## config.mk

```make
export PLATFORM = sky130hd
export DESIGN_NAME = alu_issue_ctrl
export DESIGN_NICKNAME = d
export VERILOG_FILES = /design/src/rtl/alu_ctrl_pkg.sv /design/src/rtl/alu_op_decode.sv /design/src/rtl/alu_issue_ctrl.sv
export SDC_FILE = /design/constraint.sdc
export NUM_CORES = 1
export LEC_CHECK = 0
export BUFFER_PORTS_ARGS = -buffer_cell sky130_fd_sc_hd__clkbuf_2
export CORE_ASPECT_RATIO = 1.2
export CORE_UTILIZATION = 48
export CTS_CLUSTER_DIAMETER = 50
export DETAILED_ROUTE_END_ITERATION = 6
export PLACE_DENSITY = 0.8
export RECOVER_POWER = 50
export SETUP_SLACK_MARGIN = 0.05
export SYNTH_ARGS = -nofsm -noshare
export SYNTH_HDL_FRONTEND = slang
export SYNTH_SLANG_ARGS = --single-unit
export TNS_END_PERCENT = 30
```

## constraint.sdc

```tcl
create_clock -name clk -period 1.9 [get_ports clk]
set_input_delay 0.285 -clock clk [delete_from_list [all_inputs] [get_ports clk]]
set_output_delay 0.285 -clock clk [all_outputs]
set_load 0.02 [all_outputs]
```

## src/rtl/alu_ctrl_pkg.sv

```systemverilog
// Shared constants and types for the ALU issue controller: ALU control
// codes, MIPS opcode/funct/REGIMM fields and the decoded-op record.
package alu_ctrl_pkg;

  // ALU control codes
  localparam logic [3:0] CTRL_ADDU = 4'b0000;
  localparam logic [3:0] CTRL_ADD  = 4'b0001;
  localparam logic [3:0] CTRL_SUBU = 4'b0010;
  localparam logic [3:0] CTRL_SUB  = 4'b0011;
  localparam logic [3:0] CTRL_AND  = 4'b0100;
  localparam logic [3:0] CTRL_OR   = 4'b0101;
  localparam logic [3:0] CTRL_NOR  = 4'b0110;
  localparam logic [3:0] CTRL_XOR  = 4'b0111;
  localparam logic [3:0] CTRL_SLTU = 4'b1000;
  localparam logic [3:0] CTRL_SLT  = 4'b1001;
  localparam logic [3:0] CTRL_BLTZ = 4'b1010;
  localparam logic [3:0] CTRL_BLEZ = 4'b1011;
  localparam logic [3:0] CTRL_BGTZ = 4'b1100;
  localparam logic [3:0] CTRL_BGEZ = 4'b1101;
  localparam logic [3:0] CTRL_LUI  = 4'b1110;
  localparam logic [3:0] CTRL_INV  = 4'b1111;

  // Primary opcodes
  localparam logic [5:0] OP_RTYPE  = 6'b000000;
  localparam logic [5:0] OP_REGIMM = 6'b000001;
  localparam logic [5:0] OP_BEQ    = 6'b000100;
  localparam logic [5:0] OP_BNE    = 6'b000101;
  localparam logic [5:0] OP_BLEZ   = 6'b000110;
  localparam logic [5:0] OP_BGTZ   = 6'b000111;
  localparam logic [5:0] OP_ADDI   = 6'b001000;
  localparam logic [5:0] OP_ADDIU  = 6'b001001;
  localparam logic [5:0] OP_SLTI   = 6'b001010;
  localparam logic [5:0] OP_SLTIU  = 6'b001011;
  localparam logic [5:0] OP_ANDI   = 6'b001100;
  localparam logic [5:0] OP_ORI    = 6'b001101;
  localparam logic [5:0] OP_XORI   = 6'b001110;
  localparam logic [5:0] OP_LUI    = 6'b001111;

  // R-type funct field
  localparam logic [5:0] FN_ADD  = 6'b100000;
  localparam logic [5:0] FN_ADDU = 6'b100001;
  localparam logic [5:0] FN_SUB  = 6'b100010;
  localparam logic [5:0] FN_SUBU = 6'b100011;
  localparam logic [5:0] FN_AND  = 6'b100100;
  localparam logic [5:0] FN_OR   = 6'b100101;
  localparam logic [5:0] FN_XOR  = 6'b100110;
  localparam logic [5:0] FN_NOR  = 6'b100111;
  localparam logic [5:0] FN_SLT  = 6'b101010;
  localparam logic [5:0] FN_SLTU = 6'b101011;

  // REGIMM rt selectors
  localparam logic [4:0] RT_BLTZ = 5'b00000;
  localparam logic [4:0] RT_BGEZ = 5'b00001;

  // How a branch resolves from the ALU flags
  typedef enum logic [1:0] {
    BR_NONE = 2'b00,
    BR_EQ   = 2'b01,
    BR_NE   = 2'b10,
    BR_CMP  = 2'b11
  } br_kind_e;

  typedef struct packed {
    logic [3:0]  ctrl;
    logic        b_sel;
    logic [31:0] imm;
    logic        wb;
    logic [4:0]  wb_reg;
    logic        is_branch;
    br_kind_e    br_kind;
    logic        ri;
  } dec_op_t;

  function automatic logic [31:0] sext16(input logic [15:0] v);
    return {{16{v[15]}}, v};
  endfunction

  function automatic logic [31:0] zext16(input logic [15:0] v);
    return {16'h0000, v};
  endfunction

  // Undecodable encoding: reserved-instruction, no writeback, no branch
  function automatic dec_op_t mk_invalid();
    dec_op_t d;
    d           = '0;
    d.ctrl      = CTRL_INV;
    d.br_kind   = BR_NONE;
    d.ri        = 1'b1;
    return d;
  endfunction

  // Register-register op writing rd
  function automatic dec_op_t mk_rtype(input logic [3:0] ctrl, input logic [4:0] rd);
    dec_op_t d;
    d           = '0;
    d.ctrl      = ctrl;
    d.br_kind   = BR_NONE;
    d.wb        = 1'b1;
    d.wb_reg    = rd;
    return d;
  endfunction

  // Immediate op writing rt, B operand taken from the immediate
  function automatic dec_op_t mk_itype(input logic [3:0] ctrl, input logic [31:0] imm,
                                       input logic [4:0] rt);
    dec_op_t d;
    d           = '0;
    d.ctrl      = ctrl;
    d.b_sel     = 1'b1;
    d.imm       = imm;
    d.br_kind   = BR_NONE;
    d.wb        = 1'b1;
    d.wb_reg    = rt;
    return d;
  endfunction

  // Conditional branch: no writeback, B operand is rt
  function automatic dec_op_t mk_branch(input logic [3:0] ctrl, input br_kind_e kind);
    dec_op_t d;
    d           = '0;
    d.ctrl      = ctrl;
    d.is_branch = 1'b1;
    d.br_kind   = kind;
    return d;
  endfunction

  // Signed add/sub are the only ops that raise an overflow exception
  function automatic logic is_trap_arith(input logic [3:0] ctrl);
    return (ctrl == CTRL_ADD) || (ctrl == CTRL_SUB);
  endfunction

endpackage

```

## src/rtl/alu_op_decode.sv

```systemverilog
// Combinational MIPS instruction decode into the ALU control record.
module alu_op_decode
  import alu_ctrl_pkg::*;
(
  input  logic [31:0] instr,
  output dec_op_t     op
);

  logic [5:0]  opcode_s;
  logic [4:0]  rt_s;
  logic [4:0]  rd_s;
  logic [5:0]  funct_s;
  logic [15:0] imm16_s;

  assign opcode_s = instr[31:26];
  assign rt_s     = instr[20:16];
  assign rd_s     = instr[15:11];
  assign funct_s  = instr[5:0];
  assign imm16_s  = instr[15:0];

  // Map opcode/funct/rt onto ctrl code, operand select and writeback info
  always_comb begin
    op = mk_invalid();
    case (opcode_s)
      OP_RTYPE: begin
        case (funct_s)
          FN_ADD:  op = mk_rtype(CTRL_ADD,  rd_s);
          FN_ADDU: op = mk_rtype(CTRL_ADDU, rd_s);
          FN_SUB:  op = mk_rtype(CTRL_SUB,  rd_s);
          FN_SUBU: op = mk_rtype(CTRL_SUBU, rd_s);
          FN_AND:  op = mk_rtype(CTRL_AND,  rd_s);
          FN_OR:   op = mk_rtype(CTRL_OR,   rd_s);
          FN_XOR:  op = mk_rtype(CTRL_XOR,  rd_s);
          FN_NOR:  op = mk_rtype(CTRL_NOR,  rd_s);
          FN_SLT:  op = mk_rtype(CTRL_SLT,  rd_s);
          FN_SLTU: op = mk_rtype(CTRL_SLTU, rd_s);
          default: op = mk_invalid();
        endcase
      end
      OP_ADDI:  op = mk_itype(CTRL_ADD,  sext16(imm16_s), rt_s);
      OP_ADDIU: op = mk_itype(CTRL_ADDU, sext16(imm16_s), rt_s);
      OP_SLTI:  op = mk_itype(CTRL_SLT,  sext16(imm16_s), rt_s);
      OP_SLTIU: op = mk_itype(CTRL_SLTU, sext16(imm16_s), rt_s);
      OP_ANDI:  op = mk_itype(CTRL_AND,  zext16(imm16_s), rt_s);
      OP_ORI:   op = mk_itype(CTRL_OR,   zext16(imm16_s), rt_s);
      OP_XORI:  op = mk_itype(CTRL_XOR,  zext16(imm16_s), rt_s);
      OP_LUI:   op = mk_itype(CTRL_LUI,  zext16(imm16_s), rt_s);
      OP_BEQ:   op = mk_branch(CTRL_SUBU, BR_EQ);
      OP_BNE:   op = mk_branch(CTRL_SUBU, BR_NE);
      OP_BLEZ:  op = mk_branch(CTRL_BLEZ, BR_CMP);
      OP_BGTZ:  op = mk_branch(CTRL_BGTZ, BR_CMP);
      OP_REGIMM: begin
        if (rt_s == RT_BLTZ) begin
          op = mk_branch(CTRL_BLTZ, BR_CMP);
        end else if (rt_s == RT_BGEZ) begin
          op = mk_branch(CTRL_BGEZ, BR_CMP);
        end else begin
          op = mk_invalid();
        end
      end
      default: op = mk_invalid();
    endcase
  end

endmodule

```

## src/rtl/alu_issue_ctrl.sv

```systemverilog
// ALU issue controller: decodes an instruction into a registered EX stage
// that drives the ALU, then captures the ALU flags into a result stage that
// resolves branch, overflow/reserved exceptions and writeback enable.
module alu_issue_ctrl
  import alu_ctrl_pkg::*;
#(
  parameter logic [3:0] RESET_CTRL = 4'b0000
) (
  input  logic        clk,
  input  logic        rst_n,
  input  logic        flush,
  input  logic        in_valid,
  output logic        in_ready,
  input  logic [31:0] in_instr,
  output logic [3:0]  alu_ctrl,
  output logic        alu_b_sel,
  output logic [31:0] alu_imm,
  output logic        ex_valid,
  input  logic        alu_zero,
  input  logic        alu_overflow,
  input  logic        alu_compare,
  output logic        res_valid,
  input  logic        res_ready,
  output logic        res_branch_taken,
  output logic        res_exc_ovf,
  output logic        res_exc_ri,
  output logic        res_wb_en,
  output logic [4:0]  res_wb_reg
);

  dec_op_t  dec_s;
  logic     adv_s;
  logic     accept_s;

  // EX-stage side information not presented to the ALU
  logic     ex_wb_r;
  logic [4:0] ex_wb_reg_r;
  logic     ex_is_branch_r;
  br_kind_e ex_br_kind_r;
  logic     ex_ri_r;

  // Result-stage next values computed from the live ALU flags
  logic     taken_s;
  logic     exc_ovf_s;
  logic     wb_en_s;

  alu_op_decode u_decode (
    .instr (in_instr),
    .op    (dec_s)
  );

  // EX can hand its op forward whenever the result slot is free or draining;
  // a flush blocks new instructions in the same cycle.
  assign adv_s    = ex_valid && (!res_valid || res_ready);
  assign in_ready = !flush && (!ex_valid || adv_s);
  assign accept_s = in_valid && in_ready;

  // Resolve branch, overflow and writeback from the flags of the op in EX
  always_comb begin
    taken_s   = 1'b0;
    exc_ovf_s = alu_overflow && is_trap_arith(alu_ctrl);
    if (ex_is_branch_r) begin
      case (ex_br_kind_r)
        BR_EQ:   taken_s = alu_zero;
        BR_NE:   taken_s = !alu_zero;
        BR_CMP:  taken_s = alu_compare;
        default: taken_s = 1'b0;
      endcase
    end else begin
      taken_s = 1'b0;
    end
    wb_en_s = ex_wb_r && !exc_ovf_s && !ex_ri_r && (ex_wb_reg_r != 5'd0);
  end

  // EX stage register: load on accept, idle the ALU inputs once emptied
  always_ff @(posedge clk or negedge rst_n) begin
    if (!rst_n) begin
      ex_valid       <= 1'b0;
      alu_ctrl       <= RESET_CTRL;
      alu_b_sel      <= 1'b0;
      alu_imm        <= 32'h0000_0000;
      ex_wb_r        <= 1'b0;
      ex_wb_reg_r    <= 5'd0;
      ex_is_branch_r <= 1'b0;
      ex_br_kind_r   <= BR_NONE;
      ex_ri_r        <= 1'b0;
    end else if (flush) begin
      ex_valid       <= 1'b0;
      alu_ctrl       <= RESET_CTRL;
      alu_b_sel      <= 1'b0;
      alu_imm        <= 32'h0000_0000;
      ex_wb_r        <= 1'b0;
      ex_wb_reg_r    <= 5'd0;
      ex_is_branch_r <= 1'b0;
      ex_br_kind_r   <= BR_NONE;
      ex_ri_r        <= 1'b0;
    end else if (accept_s) begin
      ex_valid       <= 1'b1;
      alu_ctrl       <= dec_s.ctrl;
      alu_b_sel      <= dec_s.b_sel;
      alu_imm        <= dec_s.imm;
      ex_wb_r        <= dec_s.wb;
      ex_wb_reg_r    <= dec_s.wb_reg;
      ex_is_branch_r <= dec_s.is_branch;
      ex_br_kind_r   <= dec_s.br_kind;
      ex_ri_r        <= dec_s.ri;
    end else if (adv_s) begin
      ex_valid       <= 1'b0;
      alu_ctrl       <= RESET_CTRL;
      alu_b_sel      <= 1'b0;
      alu_imm        <= 32'h0000_0000;
    end else begin
      ex_valid       <= ex_valid;
    end
  end

  // Result stage register: capture flags on advance, drop when consumed
  always_ff @(posedge clk or negedge rst_n) begin
    if (!rst_n) begin
      res_valid        <= 1'b0;
      res_branch_taken <= 1'b0;
      res_exc_ovf      <= 1'b0;
      res_exc_ri       <= 1'b0;
      res_wb_en        <= 1'b0;
      res_wb_reg       <= 5'd0;
    end else if (flush) begin
      res_valid        <= 1'b0;
      res_branch_taken <= 1'b0;
      res_exc_ovf      <= 1'b0;
      res_exc_ri       <= 1'b0;
      res_wb_en        <= 1'b0;
      res_wb_reg       <= 5'd0;
    end else if (adv_s) begin
      res_valid        <= 1'b1;
      res_branch_taken <= taken_s;
      res_exc_ovf      <= exc_ovf_s;
      res_exc_ri       <= ex_ri_r;
      res_wb_en        <= wb_en_s;
      res_wb_reg       <= ex_wb_reg_r;
    end else if (res_valid && res_ready) begin
      res_valid        <= 1'b0;
    end else begin
      res_valid        <= res_valid;
    end
  end

endmodule

```

==> flow_summary.json, run 1 <==
{
  "worstPathMaxFanout": 12,
  "ys_ff_latch": 43,
  "slew_headroom_pct": 57.06,
  "port_buffers": 83,
  "ant_nets": 0,
  "path_clk_slew_ns": 0.08,
  "syn_avg_cell_area_um2": 9.646,
  "grt_use_total_pct": 22.90,
  "synthCells": 227,
  "die_width_um": 63.66,
  "start_util_pct": 50.61,
  "ys.flop_type": "dfrtp_1",
  "placed_cells": 346,
  "worst-setup-path-type": "register to register",
  "area_growth_pct": 19.49,
  "via_per_inst": 5.358,
  "h-tree-depth": 2,
  "cts-root-buf": "clkbuf_8",
  "holdCritStartpoint": "in_instr[6]",
  "timing.rr.end": "alu_imm[30]",
  "hold_viol_final": 0,
  "worstMarginPinSlew_ns": 0.6442,
  "rsz0062_at_grt": "false",
  "antenna_found_initial": 0,
  "maxSlewViolCount": 0,
  "outcome": "finished clean",
  "ff2ff_path_depth": 6,
  "gp_congestion": 0.9058,
  "drive_gt1_share_pct": 24.75,
  "worstPathRequired_ns": 2.12,
  "fin_area_um2": 2616,
  "num_rows": 26,
  "layout.nets": 338,
  "syn_nets": 267,
  "ir_drop_v": 0.0004134,
  "die-area_um2": 4837,
  "whs_ns": 0.2052,
  "cap_viol_max_count": 0,
  "multiInputGateArea_um2": 912.1,
  "cts_buffer_depth": 2,
  "seq_area_um2": 1076,
  "cts.sinks": 43,
  "instances_no_fill": 355,
  "setup_viol": 0,
  "dieHeight_um": 75.99,
  "setup_slack_ns": 0.2175,
  "max_freq_ghz": 0.5944,
  "fin_tns_setup_ns": 0,
  "clk_latency_ns": 0.30,
  "insertedDiodeCount": 0,
  "hold_class": "input port to register",
  "grt_max_degree": 24,
  "drcViolationCount": 0,
  "syn_area_um2": 2190,
  "fillCellCount": 404,
  "core_um2": 4327,
  "worstHoldEndpoint": "alu_imm[6]",
  "period_needed_ns": 1.682,
  "reg2reg_from": "ex_valid",
  "holdPathStages": 2,
  "cp-end-kind": "register",
  "largest_reg_flops": 17,
  "dp_hpwl_um": 3825,
  "first_pass_iters": 4,
  "wl_um": 5039,
  "tritoncts": "built",
  "async_flop_share_pct": 100.0,
  "post_drt_wl_per_cell_um": 14.19,
  "dr_total_vias": 1902,
  "drt_iter0_drc": 97,
  "grt_overflow": 0,
  "synth_edf_count": 0,
  "ys_warn_count": 0,
  "cts_buffers": 5,
  "critPathArrivalTime_ns": 1.90,
  "p_per_area_nw_per_um2": 669.9,
  "skew_ns": 0.006513,
  "grt_pass1_wl_um": 8666,
  "grt_pass1_vias": 1834,
  "ys_seq_area_share_pct": 49.14,
  "ys_types": 43,
  "leakage_nw": 1.275,
  "fin_crit_sh_pct": 88.55,
  "cp-start-kind": "register",
  "place_area_um2": 2567,
  "pre_cts_slack_ns": 0.1850,
  "io_pins": 89,
  "r2r_setup_slack_ns": 0.22
}
-- power by group --
part           switching, W  internal [W]  total [W]  leakage, nW
sequential        0.0000154      0.000933   0.000949        0.591
clock              0.000303      0.000257   0.000560       0.0412
combinational      0.000154     0.0000896   0.000244        0.643
total              0.000473       0.00128    0.00175         1.28
-- Yosys cell counts (2+ instances only) --
| cell type | n | area [µm²] |
|---|---|---|
| nand2_1 | 19 | 71.32 |
| a22o_1 | 15 | 131.4 |
| o21ai_0 | 5 | 25.02 |
| dfrtp_1 | 43 | 1076 |
| or4_1 | 2 | 15.01 |
| and2_1 | 2 | 12.51 |
| nor2b_1 | 4 | 25.02 |
| nand2b_1 | 4 | 25.02 |
| inv_1 | 5 | 18.77 |
| nor3_1 | 5 | 25.02 |
| nand3b_1 | 4 | 30.03 |
| nand3_1 | 3 | 15.01 |
| a21oi_1 | 15 | 75.07 |
| buf_2 | 5 | 25.02 |
| mux2i_1 | 8 | 80.08 |
| or2_1 | 2 | 12.51 |
| buf_4 | 16 | 120.1 |
| o21ai_1 | 14 | 70.07 |
| a22oi_1 | 5 | 37.54 |
| nor4b_1 | 2 | 17.52 |
| clkbuf_1 | 8 | 30.03 |
| nor2_1 | 20 | 75.07 |
-- metal layers --
layer / part of all wire [%] / track usage, % / vias to the layer above
li1: - / - / 921
met1: 42 / 29.52 / 900
met2: 50 / 38.09 / 72
met3: 6.1 / 4.641 / 9
met4: 1.6 / 7.500 / 0
met5: 0 / 0 / -
-- critical path, stage by stage, from the launching register on --
cell      delay (ns)
dfrtp_1         0.42
nand3b_1        0.20
nor2b_1         0.27
and3_1          0.23
buf_4           0.20
nand2_1         0.13
o21ai_1         0.15
-- how the worst max path moves through the flow --
stage                       from           to  slack [ns]  depth (start not counted)
finish                  ex_valid  alu_imm[30]        0.22                          6
global route            ex_valid     in_ready        0.17                          3
CTS                     ex_valid     in_ready        0.25                          3
detailed placement  in_instr[20]  alu_ctrl[1]        0.19                          6
global placement    in_instr[20]  alu_ctrl[1]        0.22                          6
floorplan               ex_valid  alu_imm[10]        0.18                          6
-- cells by family (layout without fill, tap and decap cells) --
family          Yosys count  in the layout  synth area share [%]
mux                       8              8                 3.657
compound gates           66             66                 20.34
flops                    43             43                 49.14
simple gates             75             75                 17.66
buf+inv                  35            107                 9.200
-- through the flow --
| step | utilization (%) | power, W |
|---|---|---|
| floorplan | - | 0.001102 |
| detailed placement | 59.34 | 0.001215 |
| global route | 60.47 | 0.001836 |
| finish | 60.47 | 0.001753 |
| CTS | 61.54 | 0.001771 |
| global placement | 59.34 | 0.001208 |
-- area by class of cell --
type | count | area share [%]
timing repair buffer | 94 | 17.36
sequential | 43 | 41.13
tap | 56 | 2.678
clock inverter | 2 | 0.4782
multi-input combinational | 149 | 34.86
clock buffer | 6 | 2.774
inverter | 5 | 0.7174
-- cells in the final DEF (no fill, tap or decap), types with 6 or more instances in the layout --
| cell type | count |
|---|---|
| clkbuf_2 | 52 |
| nor2_1 | 20 |
| mux2i_1 | 8 |
| a21oi_1 | 15 |
| buf_4 | 8 |
| o21ai_0 | 6 |
| dfrtp_1 | 43 |
| nand2_1 | 19 |
| clkbuf_1 | 34 |
| o21ai_1 | 13 |
| a22o_1 | 15 |
-- timing repair --
item | in CTS | in global routing
setup buffers | 0 | 0
endpoints found under the hold margin | 22 | 0
hold buffers | 1 | 0
gates resized for setup | 0 | 0
Note: power is estimated with default switching activity, not from simulation.
==> run 2: changes to the inputs <==
--- a/config.mk
+++ b/config.mk
@@ -5,12 +5,15 @@
 export SDC_FILE = /design/constraint.sdc
 export NUM_CORES = 1
 export LEC_CHECK = 0
+export ABC_AREA = 1
 export BUFFER_PORTS_ARGS = -buffer_cell sky130_fd_sc_hd__clkbuf_2
+export CELL_PAD_IN_SITES_DETAIL_PLACEMENT = 2
+export CELL_PAD_IN_SITES_GLOBAL_PLACEMENT = 2
 export CORE_ASPECT_RATIO = 1.2
-export CORE_UTILIZATION = 48
+export CORE_UTILIZATION = 27
 export CTS_CLUSTER_DIAMETER = 50
 export DETAILED_ROUTE_END_ITERATION = 6
-export PLACE_DENSITY = 0.8
+export PLACE_DENSITY_LB_ADDON = 0.1
 export RECOVER_POWER = 50
 export SETUP_SLACK_MARGIN = 0.05
 export SYNTH_ARGS = -nofsm -noshare
==> run 2 against run 1 <==
Die area up 90%; via count up 16%; critical path depth up 1; wire length up 41%; sequential power up 0.8%; power up 6.5%; final area up 11%; critical path type unchanged; largest cell class unchanged.
==> flow_summary.json, run 2 <==
{
  "cp-start-kind": "register",
  "h-tree-depth": 2,
  "layout.nets": 422,
  "die_width_um": 87.75,
  "ys_warn_count": 0,
  "layout_common_cells": "nand2_1, clkbuf_2, dfrtp_1, inv_1, nand3_1",
  "cpLargestDelayFamily": "buffers and inverters",
  "cap_viol_max_count": 0,
  "cp-end-kind": "register",
  "leakage_nw": 1.551,
  "grt_pass1_vias": 2368,
  "hold_buffers": 0,
  "ys_ff_latch": 43,
  "whs_ns": 0.1988,
  "rsz0062_at_grt": "false",
  "drive_gt1_share_pct": 27.15,
  "dp_hpwl_um": 5661,
  "worst-setup-path-type": "register to register",
  "sw_frac_of_total_pct": 30.91,
  "worst-path-buf-inv": 3,
  "wl_um": 7110,
  "critPathMaxStageDelay_ns": 0.40,
  "crit_chain": "inv_1 -> o21ai_1 -> inv_2 -> nand2_2 -> inv_2 -> nand2_2 -> o21ai_0",
  "synth-simple-area-share_pct": 31.88,
  "port_buffers": 83,
  "dr_total_vias": 2211,
  "slowest_stage": "dfrtp_1",
  "final_common_cell": "nand2_1",
  "synthAdderAreaFrac_pct": 0,
  "grt_overflow": 0,
  "syn_avg_cell_area_um2": 7.735,
  "synth_top_family_by_area": "simple AND/OR/NAND/NOR gates",
  "area_growth_pct": 21.43,
  "largest_reg_flops": 17,
  "p_per_area_nw_per_um2": 645.5,
  "p_int_w": 0.001290,
  "maxSlewViolCount": 0,
  "place_area_um2": 2831,
  "first_pass_iters": 4,
  "synthTopCellsByCount": "nand2_1, dfrtp_1, inv_1, nand3_1, nor2_1",
  "combPwrFrac_pct": 16.1,
  "post_cts_resized": 0,
  "grt_use_total_pct": 16.55,
  "async_flop_share_pct": 100.0,
  "synthCells": 308,
  "antenna_found_initial": 0,
  "tritoncts": "built",
  "via_per_inst": 4.422,
  "p_sw_w": 0.0005772,
  "drcViolationCount": 0,
  "dieHeight_um": 104.9,
  "p_clk_share_pct": 32.7,
  "setup_viol": 0,
  "fillCellCount": 1071,
  "ys.flop_type": "dfrtp_1",
  "worstPathMaxFanout": 14,
  "worstPathRequired_ns": 2.11,
  "critPathArrivalTime_ns": 1.70,
  "io_pins": 89,
  "grt_max_degree": 44,
  "fin_crit_sh_pct": 78.45,
  "synthMostInstantiatedCell": "nand2_1",
  "skew_ns": 0.008466,
  "core_um2": 8564,
  "slew_headroom_pct": 26.27,
  "outcome": "finished clean",
  "ys_seq_area_share_pct": 45.17,
  "grt_pass1_wl_um": 11680,
  "cts_buffer_depth": 2,
  "gp_congestion": 0.8137,
  "insertedDiodeCount": 0,
  "path_clk_slew_ns": 0.09,
  "period_needed_ns": 1.491,
  "synth_xor_area_share_pct": 0,
  "cts_buffers": 5,
  "max_freq_ghz": 0.6709,
  "syn_area_um2": 2382,
  "clk_latency_ns": 0.30,
  "post_drt_wl_per_cell_um": 14.22,
  "start_util_pct": 27.82,
  "hold_viol_final": 0,
  "ant_nets": 0,
  "synth_compound_area_share_pct": 11.13,
  "synthMuxAreaShare_pct": 0,
  "fin_area_um2": 2893,
  "power_frac_seq_pct": 51.3,
  "synth.area.top_cells": "dfrtp_1, nand2_1, nand3_1, buf_4, inv_1",
  "ir_drop_v": 0.0002327,
  "num_rows": 37,
  "synth_top_area_cell": "dfrtp_1",
  "cts-root-buf": "clkbuf_8",
  "fin_util_pct": 33.78,
  "syn_nets": 348,
  "ys_types": 27,
  "fin_tns_setup_ns": 0,
  "drt_iter0_drc": 39,
  "die-area_um2": 9205,
  "hold_class": "input port to register",
  "postCtsSetupBuffers": 0,
  "worstMarginPinSlew_ns": 1.106,
  "synth_edf_count": 0,
  "netlist.area_leader.share_pct": 45.17,
  "cts.sinks": 43
}
==> run 2: cell count changes after synthesis, sizes merged, moves of 5 or more <==
cell / delta
nand2: +85
clkbuf: -9
nand3: +30
a22o: -15
nor2: +6
mux2i: -8
inv: +31
nand2b: -5
a21oi: -11
==> run 2: layer usage <==
layer	up-vias	global-route usage [%]	share of wire (%)
met5	-	0	0
met4	0	4.918	0.97
met3	5	2.765	3.3
met2	44	29.57	52
met1	1048	19.84	43
li1	1114	-	-
==> run 2: path summary, 6_finish.rpt <==
kind / start / slack [ns] / depth (start not counted) / to
max in group asynchronous: rst_n / 0.96 / 2 / alu_ctrl[1]
max reg2reg: ex_valid / 0.41 / 7 / alu_imm[2]
max: ex_valid / 0.41 / 7 / alu_imm[2]
min: flush / 0.20 / 2 / res_valid
min reg2reg: res_exc_ovf / 0.48 / 2 / res_exc_ovf
min in group asynchronous: rst_n / 0.27 / 2 / res_exc_ri
==> run 2: logic make-up (layout without fill, tap and decap cells) <==
family                 after synthesis  after routing
AND/OR/NAND/NOR                    168            168
flip-flops                          43             43
buffers and inverters               57            132
AO/OA/AOI/OAI                       40             40
==> run 2: area by class of cell <==
type	count	area, µm²	area share [%]
flip-flops and latches	43	1076	37.20
clock inverters	3	23.77	0.8218
inverters	37	138.9	4.801
multi-input cells	208	1025	35.42
well taps	117	146.4	5.061
clock buffers	5	68.82	2.379
repair buffers	87	414.1	14.32
==> run 2: through the flow <==
step | power, W | setup slack, ns | cells
after floorplan | 0.001145 | 0.5170 | 308
after global placement | 0.001281 | 0.3242 | 492
after detailed placement | 0.001288 | 0.2852 | 492
after CTS | 0.001916 | 0.3698 | 500
after global routing | 0.001981 | 0.2524 | 500
final | 0.001867 | 0.4095 | 500
==> run 2: power by group through the flow <==
| stage | registers (W) | logic [W] | clock network (W) |
|---|---|---|---|
| after floorplan | 0.000999 | 0.000145 | 0 |
| after global placement | 0.000975 | 0.000306 | 0 |
| after detailed placement | 0.000976 | 0.000312 | 0 |
| after CTS | 0.000958 | 0.000314 | 0.000644 |
| after global routing | 0.000961 | 0.000336 | 0.000684 |
| final | 0.000957 | 0.000300 | 0.000610 |
